$ cat src/rtl/uart_bus_master_if.sv
// Bundle of UART byte streams and memory-bus signals used by the UART bus master.
// The master modport is the bus-master side; slave is the environment side.
interface uart_bus_master_if;
   logic [7:0]  rx_data;
   logic        rx_valid;
   logic [7:0]  tx_data;
   logic        tx_valid;
   logic        tx_ready;
   logic        bus_req;
   logic        bus_gnt;
   logic [31:0] mem_addr;
   logic [31:0] mem_wdata;
   logic [3:0]  mem_wmask;
   logic        mem_rstrb;
   logic [31:0] mem_rdata;
   logic        mem_rbusy;
   logic        mem_wbusy;
   logic        busy;
   logic        err_pulse;

   modport master (
      input  rx_data, rx_valid, tx_ready, bus_gnt, mem_rdata, mem_rbusy, mem_wbusy,
      output tx_data, tx_valid, bus_req, mem_addr, mem_wdata, mem_wmask, mem_rstrb,
             busy, err_pulse
   );

   modport slave (
      output rx_data, rx_valid, tx_ready, bus_gnt, mem_rdata, mem_rbusy, mem_wbusy,
      input  tx_data, tx_valid, bus_req, mem_addr, mem_wdata, mem_wmask, mem_rstrb,
             busy, err_pulse
   );
endinterface

$ cat src/rtl/uart_bus_master.sv
// Debug/loader bus initiator: decodes 'R'/'W' byte commands from a UART receiver,
// performs one 32-bit word access on the shared memory bus, and replies over the UART.
module uart_bus_master #(
   parameter int unsigned TIMEOUT_CYCLES = 2600000,
   parameter logic [7:0]  CMD_WRITE      = 8'h57,
   parameter logic [7:0]  CMD_READ       = 8'h52,
   parameter logic [7:0]  ACK_BYTE       = 8'h4B
) (
   input logic                clk,
   input logic                resetn,
   uart_bus_master_if.master  bus
);

   localparam int unsigned TmoW = $clog2(TIMEOUT_CYCLES + 1);

   typedef enum logic [2:0] {
      StIdle, StAddr, StData, StReq, StRd, StRdWait, StWr, StResp
   } state_e;

   state_e          state_q, state_d;
   logic            is_wr_q, is_wr_d;
   logic [1:0]      byte_cnt_q, byte_cnt_d;
   logic [TmoW-1:0] tmo_q, tmo_d;
   logic [31:0]     addr_q, addr_d;
   logic [31:0]     wdata_q, wdata_d;
   logic [31:0]     resp_q, resp_d;
   logic [2:0]      resp_cnt_q, resp_cnt_d;
   logic            fsm_err;
   logic            overrun;
   logic            granted;

   always_ff @(posedge clk or negedge resetn) begin
      if (!resetn) begin
         state_q    <= StIdle;
         is_wr_q    <= 1'b0;
         byte_cnt_q <= '0;
         tmo_q      <= '0;
         addr_q     <= '0;
         wdata_q    <= '0;
         resp_q     <= '0;
         resp_cnt_q <= '0;
      end else begin
         state_q    <= state_d;
         is_wr_q    <= is_wr_d;
         byte_cnt_q <= byte_cnt_d;
         tmo_q      <= tmo_d;
         addr_q     <= addr_d;
         wdata_q    <= wdata_d;
         resp_q     <= resp_d;
         resp_cnt_q <= resp_cnt_d;
      end
   end

   always_comb begin
      state_d    = state_q;
      is_wr_d    = is_wr_q;
      byte_cnt_d = byte_cnt_q;
      tmo_d      = tmo_q;
      addr_d     = addr_q;
      wdata_d    = wdata_q;
      resp_d     = resp_q;
      resp_cnt_d = resp_cnt_q;
      fsm_err    = 1'b0;

      unique case (state_q)
         StIdle: begin
            if (bus.rx_valid) begin
               if (bus.rx_data == CMD_READ || bus.rx_data == CMD_WRITE) begin
                  is_wr_d    = (bus.rx_data == CMD_WRITE);
                  byte_cnt_d = '0;
                  tmo_d      = '0;
                  state_d    = StAddr;
               end else begin
                  fsm_err = 1'b1;
               end
            end
         end
         StAddr, StData: begin
            // A byte arriving in the expiry cycle still counts and restarts the timer.
            if (bus.rx_valid) begin
               tmo_d      = '0;
               byte_cnt_d = byte_cnt_q + 2'd1;
               if (state_q == StAddr) begin
                  addr_d = {addr_q[23:0], bus.rx_data};
               end else begin
                  wdata_d = {wdata_q[23:0], bus.rx_data};
               end
               if (byte_cnt_q == 2'd3) begin
                  state_d = (state_q == StAddr && is_wr_q) ? StData : StReq;
               end
            end else if (tmo_q == TmoW'(TIMEOUT_CYCLES)) begin
               fsm_err = 1'b1;
               state_d = StIdle;
            end else begin
               tmo_d = tmo_q + TmoW'(1);
            end
         end
         StReq: begin
            if (bus.bus_gnt) begin
               state_d = is_wr_q ? StWr : StRd;
            end
         end
         StRd: begin
            state_d = StRdWait;
         end
         StRdWait: begin
            if (!bus.mem_rbusy) begin
               resp_d     = bus.mem_rdata;
               resp_cnt_d = 3'd4;
               state_d    = StResp;
            end
         end
         StWr: begin
            if (!bus.mem_wbusy) begin
               resp_d     = {ACK_BYTE, 24'h0};
               resp_cnt_d = 3'd1;
               state_d    = StResp;
            end
         end
         StResp: begin
            if (bus.tx_ready) begin
               resp_d     = {resp_q[23:0], 8'h00};
               resp_cnt_d = resp_cnt_q - 3'd1;
               if (resp_cnt_q == 3'd1) begin
                  state_d = StIdle;
               end
            end
         end
         default: state_d = StIdle;
      endcase
   end

   // Bytes arriving while a bus access or reply is in flight are dropped.
   assign overrun = bus.rx_valid &&
                    (state_q inside {StReq, StRd, StRdWait, StWr, StResp});

   assign bus.err_pulse = fsm_err | overrun;
   assign bus.busy      = (state_q != StIdle);
   assign bus.bus_req   = (state_q inside {StReq, StRd, StRdWait, StWr});
   assign granted       = bus.bus_req & bus.bus_gnt;

   // Bus outputs stay quiet unless the arbiter has handed us the bus.
   assign bus.mem_addr  = granted ? {addr_q[31:2], 2'b00} : 32'h0;
   assign bus.mem_wdata = granted ? wdata_q : 32'h0;
   assign bus.mem_rstrb = granted && (state_q == StRd);
   assign bus.mem_wmask = (granted && state_q == StWr) ? 4'hF : 4'h0;

   assign bus.tx_valid  = (state_q == StResp);
   assign bus.tx_data   = resp_q[31:24];

endmodule

$ cat src/flat_wrapper.sv
// flat-port wrapper written by rule: the top's interface ports become plain ports
module uart_bus_master_flat 
#(
   parameter int unsigned TIMEOUT_CYCLES = 2600000,
   parameter logic [7:0]  CMD_WRITE      = 8'h57,
   parameter logic [7:0]  CMD_READ       = 8'h52,
   parameter logic [7:0]  ACK_BYTE       = 8'h4B
)
  (clk, resetn, bus_rx_data, bus_rx_valid, bus_tx_ready, bus_bus_gnt, bus_mem_rdata, bus_mem_rbusy, bus_mem_wbusy, bus_tx_data, bus_tx_valid, bus_bus_req, bus_mem_addr, bus_mem_wdata, bus_mem_wmask, bus_mem_rstrb, bus_busy, bus_err_pulse);
  uart_bus_master_if bus_i ();
  input logic clk;
  input logic resetn;
  input wire logic [$bits(bus_i.rx_data)-1:0] bus_rx_data;
  input wire logic [$bits(bus_i.rx_valid)-1:0] bus_rx_valid;
  input wire logic [$bits(bus_i.tx_ready)-1:0] bus_tx_ready;
  input wire logic [$bits(bus_i.bus_gnt)-1:0] bus_bus_gnt;
  input wire logic [$bits(bus_i.mem_rdata)-1:0] bus_mem_rdata;
  input wire logic [$bits(bus_i.mem_rbusy)-1:0] bus_mem_rbusy;
  input wire logic [$bits(bus_i.mem_wbusy)-1:0] bus_mem_wbusy;
  output wire logic [$bits(bus_i.tx_data)-1:0] bus_tx_data;
  output wire logic [$bits(bus_i.tx_valid)-1:0] bus_tx_valid;
  output wire logic [$bits(bus_i.bus_req)-1:0] bus_bus_req;
  output wire logic [$bits(bus_i.mem_addr)-1:0] bus_mem_addr;
  output wire logic [$bits(bus_i.mem_wdata)-1:0] bus_mem_wdata;
  output wire logic [$bits(bus_i.mem_wmask)-1:0] bus_mem_wmask;
  output wire logic [$bits(bus_i.mem_rstrb)-1:0] bus_mem_rstrb;
  output wire logic [$bits(bus_i.busy)-1:0] bus_busy;
  output wire logic [$bits(bus_i.err_pulse)-1:0] bus_err_pulse;
  assign bus_i.rx_data = bus_rx_data;
  assign bus_i.rx_valid = bus_rx_valid;
  assign bus_i.tx_ready = bus_tx_ready;
  assign bus_i.bus_gnt = bus_bus_gnt;
  assign bus_i.mem_rdata = bus_mem_rdata;
  assign bus_i.mem_rbusy = bus_mem_rbusy;
  assign bus_i.mem_wbusy = bus_mem_wbusy;
  assign bus_tx_data = bus_i.tx_data;
  assign bus_tx_valid = bus_i.tx_valid;
  assign bus_bus_req = bus_i.bus_req;
  assign bus_mem_addr = bus_i.mem_addr;
  assign bus_mem_wdata = bus_i.mem_wdata;
  assign bus_mem_wmask = bus_i.mem_wmask;
  assign bus_mem_rstrb = bus_i.mem_rstrb;
  assign bus_busy = bus_i.busy;
  assign bus_err_pulse = bus_i.err_pulse;
  uart_bus_master #(.TIMEOUT_CYCLES(TIMEOUT_CYCLES), .CMD_WRITE(CMD_WRITE), .CMD_READ(CMD_READ), .ACK_BYTE(ACK_BYTE)) u_core (.clk(clk), .resetn(resetn), .bus(bus_i));
endmodule
$ cat config.mk
export PLATFORM = sky130hd
export DESIGN_NAME = uart_bus_master_flat
export DESIGN_NICKNAME = d
export VERILOG_FILES = /design/src/rtl/uart_bus_master_if.sv /design/src/rtl/uart_bus_master.sv /design/src/flat_wrapper.sv
export SDC_FILE = /design/constraint.sdc
export NUM_CORES = 1
export LEC_CHECK = 0
export ABC_CLOCK_PERIOD_IN_PS = 1890
export CELL_PAD_IN_SITES_DETAIL_PLACEMENT = 0
export CELL_PAD_IN_SITES_GLOBAL_PLACEMENT = 1
export CORE_MARGIN = 1.5
export CORE_UTILIZATION = 36
export CTS_CLUSTER_SIZE = 28
export DETAILED_ROUTE_END_ITERATION = 16
export PLACE_DENSITY = 0.8
export RECOVER_POWER = 25
export SLEW_MARGIN = 40
export SYNTH_ARGS = -nofsm -noshare
export SYNTH_HDL_FRONTEND = slang
export SYNTH_SLANG_ARGS = --single-unit
$ cat constraint.sdc
create_clock -name clk -period 1.89 [get_ports clk]
set_input_delay 0.378 -clock clk [delete_from_list [all_inputs] [get_ports clk]]
set_output_delay 0.378 -clock clk [all_outputs]
set_load 0.01 [all_outputs]
==> results.yml <==
cts:
  cts_tree: "done"
  path_clk_slew_ps: 60
  cts-root-buf: "clkbuf_16"
  clk_latency_ps: 420
  h-tree-depth: 4
  clockBufferDepth: 2
  cts.sinks: 127
  cts_made_buffers: 17
timing:
  setup_viol: 102
  finalCritPeriodShare_pct: 129.8
  worst_hold_slack_ps: 468.3
  tightest_slew_ps: 654.1
  rsz0062_at_grt: "yes"
  hold_viol_final: 0
  fmax_mhz: 407.7
  setup_ws_ps: -562.9
  fin_setup_tns_ps: -25330
  fin_crit_ps: 2453
  fin_worst_skew_ps: 10.77
  slew-limit-headroom_pct: 56.39
  slew_violations: 0
synth:
  synth_top_cell_by_area: "dfrtp_1"
  ys_async_sr_fraction_pct: 100.0
  synth-edff-count: 0
  synth_area_per_cell_um2: 10.33
  synth_top_cell_area_share_pct: 48.90
  seq_area_frac_synth_pct: 48.90
  netlist_top_cells_count: "dfrtp_1 (127), and3_1 (73), nand2_1 (64)"
  ys_ff_latch: 127
  synth.distinct_cells: 67
  synth-main-ff-cell: "dfrtp_1"
  synthTopCellsByArea: "dfrtp_1 (49%), mux2_2 (11%), and3_1 (7.0%)"
  yosysWarningCount: 0
  synth.most_common_cell: "dfrtp_1"
  synthesis.area_um2: 6499
  syn_inst: 629
pwr:
  pwr-share-comb_pct: 56.5
  intPower_uw: 11770
  power_uw: 18300
  leakagePower_uw: 0.004670
  power_frac_clock_pct: 18.3
  power_frac_seq_pct: 25.3
  switchingPower_uw: 6536
  power_density_nw_per_um2: 1787
  swShare_pct: 35.71
  peakVddDrop_uv: 962.6
critical_path:
  cp-start-kind: "flop"
  worst-setup-path-type: "reg2out"
  crit_start: "u_core.tmo_q[0]"
  cp_slowest_cell: "dfrtp_1"
  r2r-end: "u_core.state_q[0]"
  crit_end: "bus_err_pulse"
  crit_required_ps: 1510
  cp.arrival_ps: 2070
  cp_max_fo: 2
  reg2reg_depth: 10
  cpPeakStageDelay_ps: 390
  worstSetupEndpointType: "output pin"
  r2r_slack_ps: -140
  path_cells: "inv_2 > ha_4 > and3b_1 > and4_4 > nand2_4 > o41a_1 > o21ai_2 > buf_2"
  r2r_start: "u_core.state_q[1]"
detailed_routing:
  postRouteAntennaNets: 0
  wire_per_inst_um: 18.96
  drc: 0
  drt_iter0_markers: 319
  vias: 5807
  viasPerCell: 5.397
  routed_wl_mm: 20.40
  drt_pass1_iterations: 4
finish:
  area_growth_pct: 57.62
  nets: 890
  final_layout_size_suffix_gt1_share_pct: 45.95
  fillers: 1383
  num_antenna_cells: 0
  stdcell_count: 1076
hold_path:
  hp-class: "reg2reg"
  holdPathStages: 2
placement:
  dp_hpwl_mm: 11.40
  port_buffers: 125
  gp_congestion: 0.8116
  place_inst: 997
global_route:
  grt_pass1_vias: 5481
  grt_antenna_before_repair: 0
  grt_pass1_wl_mm: 27.05
  grt_overflow: 0
  grt_max_degree: 64
  groute.usage.overall_pct: 18.26
run:
  cap_violations: 0
floorplanning:
  initial_core_util_pct: 37.18
  die_x_um: 137.4
  die_area_um2: 18870
  die_y_um: 137.4
  ios: 128
  core-area_um2: 17480
  fp-row-count: 48
outcome:
  violations: "setup timing"
  outcome: "finished with violations"
sequential cells by signal, summed over array words and instances (netlist names):
name               count
u_core.resp_cnt_q      3
u_core.wdata_q        32
u_core.addr_q         32
u_core.is_wr_q         1
u_core.state_q         3
u_core.byte_cnt_q      2
u_core.resp_q         32
u_core.tmo_q          22
through the flow:
step           util, %  cell area [µm²]  setup WS [ps]
2_1_floorplan        -             6502          21.09
3_3_place_gp     47.97             8384         -785.2
3_5_place_dp     47.97             8384         -768.4
4_1_cts          52.05             9096         -627.9
5_1_grt          58.61            10240         -628.1
6_report         58.61            10240         -562.9
worst min-delay path by stage:
stage / to / slack (ps) / start
CTS: u_core.resp_q[17] / 410 / resetn
global placement: u_core.resp_q[0] / 300 / resetn
finish: u_core.resp_q[1] / 470 / u_core.resp_q[1]
detailed placement: u_core.resp_q[0] / 310 / resetn
floorplan: u_core.addr_q[0] / 80 / resetn
global route: u_core.resp_q[2] / 500 / u_core.resp_q[2]
power groups by stage:
| stage | registers, µW | logic (µW) | clock network, µW |
|---|---|---|---|
| 2_1_floorplan | 4290 | 4040 | 0 |
| 3_3_place_gp | 4460 | 6290 | 0 |
| 3_5_place_dp | 4530 | 6440 | 0 |
| 4_1_cts | 4500 | 6450 | 3380 |
| 5_1_grt | 4730 | 10900 | 3530 |
| 6_report | 4620 | 10300 | 3350 |
metal layers:
layer / track usage, % / vias to the layer above / part of all wire [%]
met3: 3.937 / 29 / 4.4
li1: - / 2681 / -
met5: 0 / - / 0
met2: 29.48 / 151 / 50
met4: 6.901 / 0 / 1.9
met1: 24.07 / 2946 / 44
cells by family (layout without fill, tap and decap cells):
logic type	Yosys count	in the layout	synth area share [%]
AND/OR/NAND/NOR	246	246	20.54
buffers and inverters	70	291	6.084
other	1	2	0.05770
XOR/XNOR	4	4	0.7702
flip-flops	127	127	48.90
adder cells (fa/ha/maj)	5	5	0.9626
multiplexers	64	64	11.09
AO/OA/AOI/OAI	112	112	11.59
layout by cell type (no fill, tap or decap), types with 4 or more instances in the layout:
master / synthesis / final
buf_4: 21 / 71
and3_4: 0 / 50
mux2_4: 0 / 32
buf_6: 5 / 74
nand3_2: 1 / 4
buf_2: 13 / 10
mux2_2: 61 / 31
o21ai_1: 11 / 10
inv_2: 2 / 4
and3_1: 73 / 23
nor2_2: 2 / 5
a21o_1: 6 / 6
a41oi_1: 6 / 5
o21ai_0: 17 / 16
inv_1: 8 / 6
o21ai_2: 2 / 4
nand2_1: 64 / 62
clkbuf_16: 0 / 27
ha_1: 5 / 4
clkbuf_2: 0 / 8
a31oi_1: 39 / 39
dfrtp_1: 127 / 127
a21oi_1: 10 / 8
or3_1: 4 / 4
clkdlybuf4s50_1: 0 / 52
nor2_1: 36 / 30
nand3_1: 34 / 31
buf_12: 0 / 19
final cells by class:
cell class / instances / area [µm²] / area share, %
Multi-Input combinational cell: 433 / 3480 / 33.97
Clock inverter: 12 / 160.2 / 1.563
Tap cell: 225 / 281.5 / 2.748
Clock buffer: 20 / 436.7 / 4.263
Timing Repair Buffer: 249 / 2670 / 26.07
Sequential cell: 127 / 3178 / 31.02
Inverter: 10 / 37.54 / 0.3664
critical path: cells and delay by family (launching register included):
kind,cells,cell delay [ps]
AO/OA/AOI/OAI,2,420
AND/OR/NAND/NOR,3,480
buffers and inverters,2,250
adder cells (fa/ha/maj),1,110
flip-flops,1,390
timing repair:
item,4_1_cts,5_1_grt
gates resized for setup,171,307
pin swaps,2,33
buffers inserted,3,25
gates cloned,1,18
hold buffers,1,0
hold endpoints to repair,20,0
setup endpoints to repair,104,149
(Power assumes the default switching activity.)
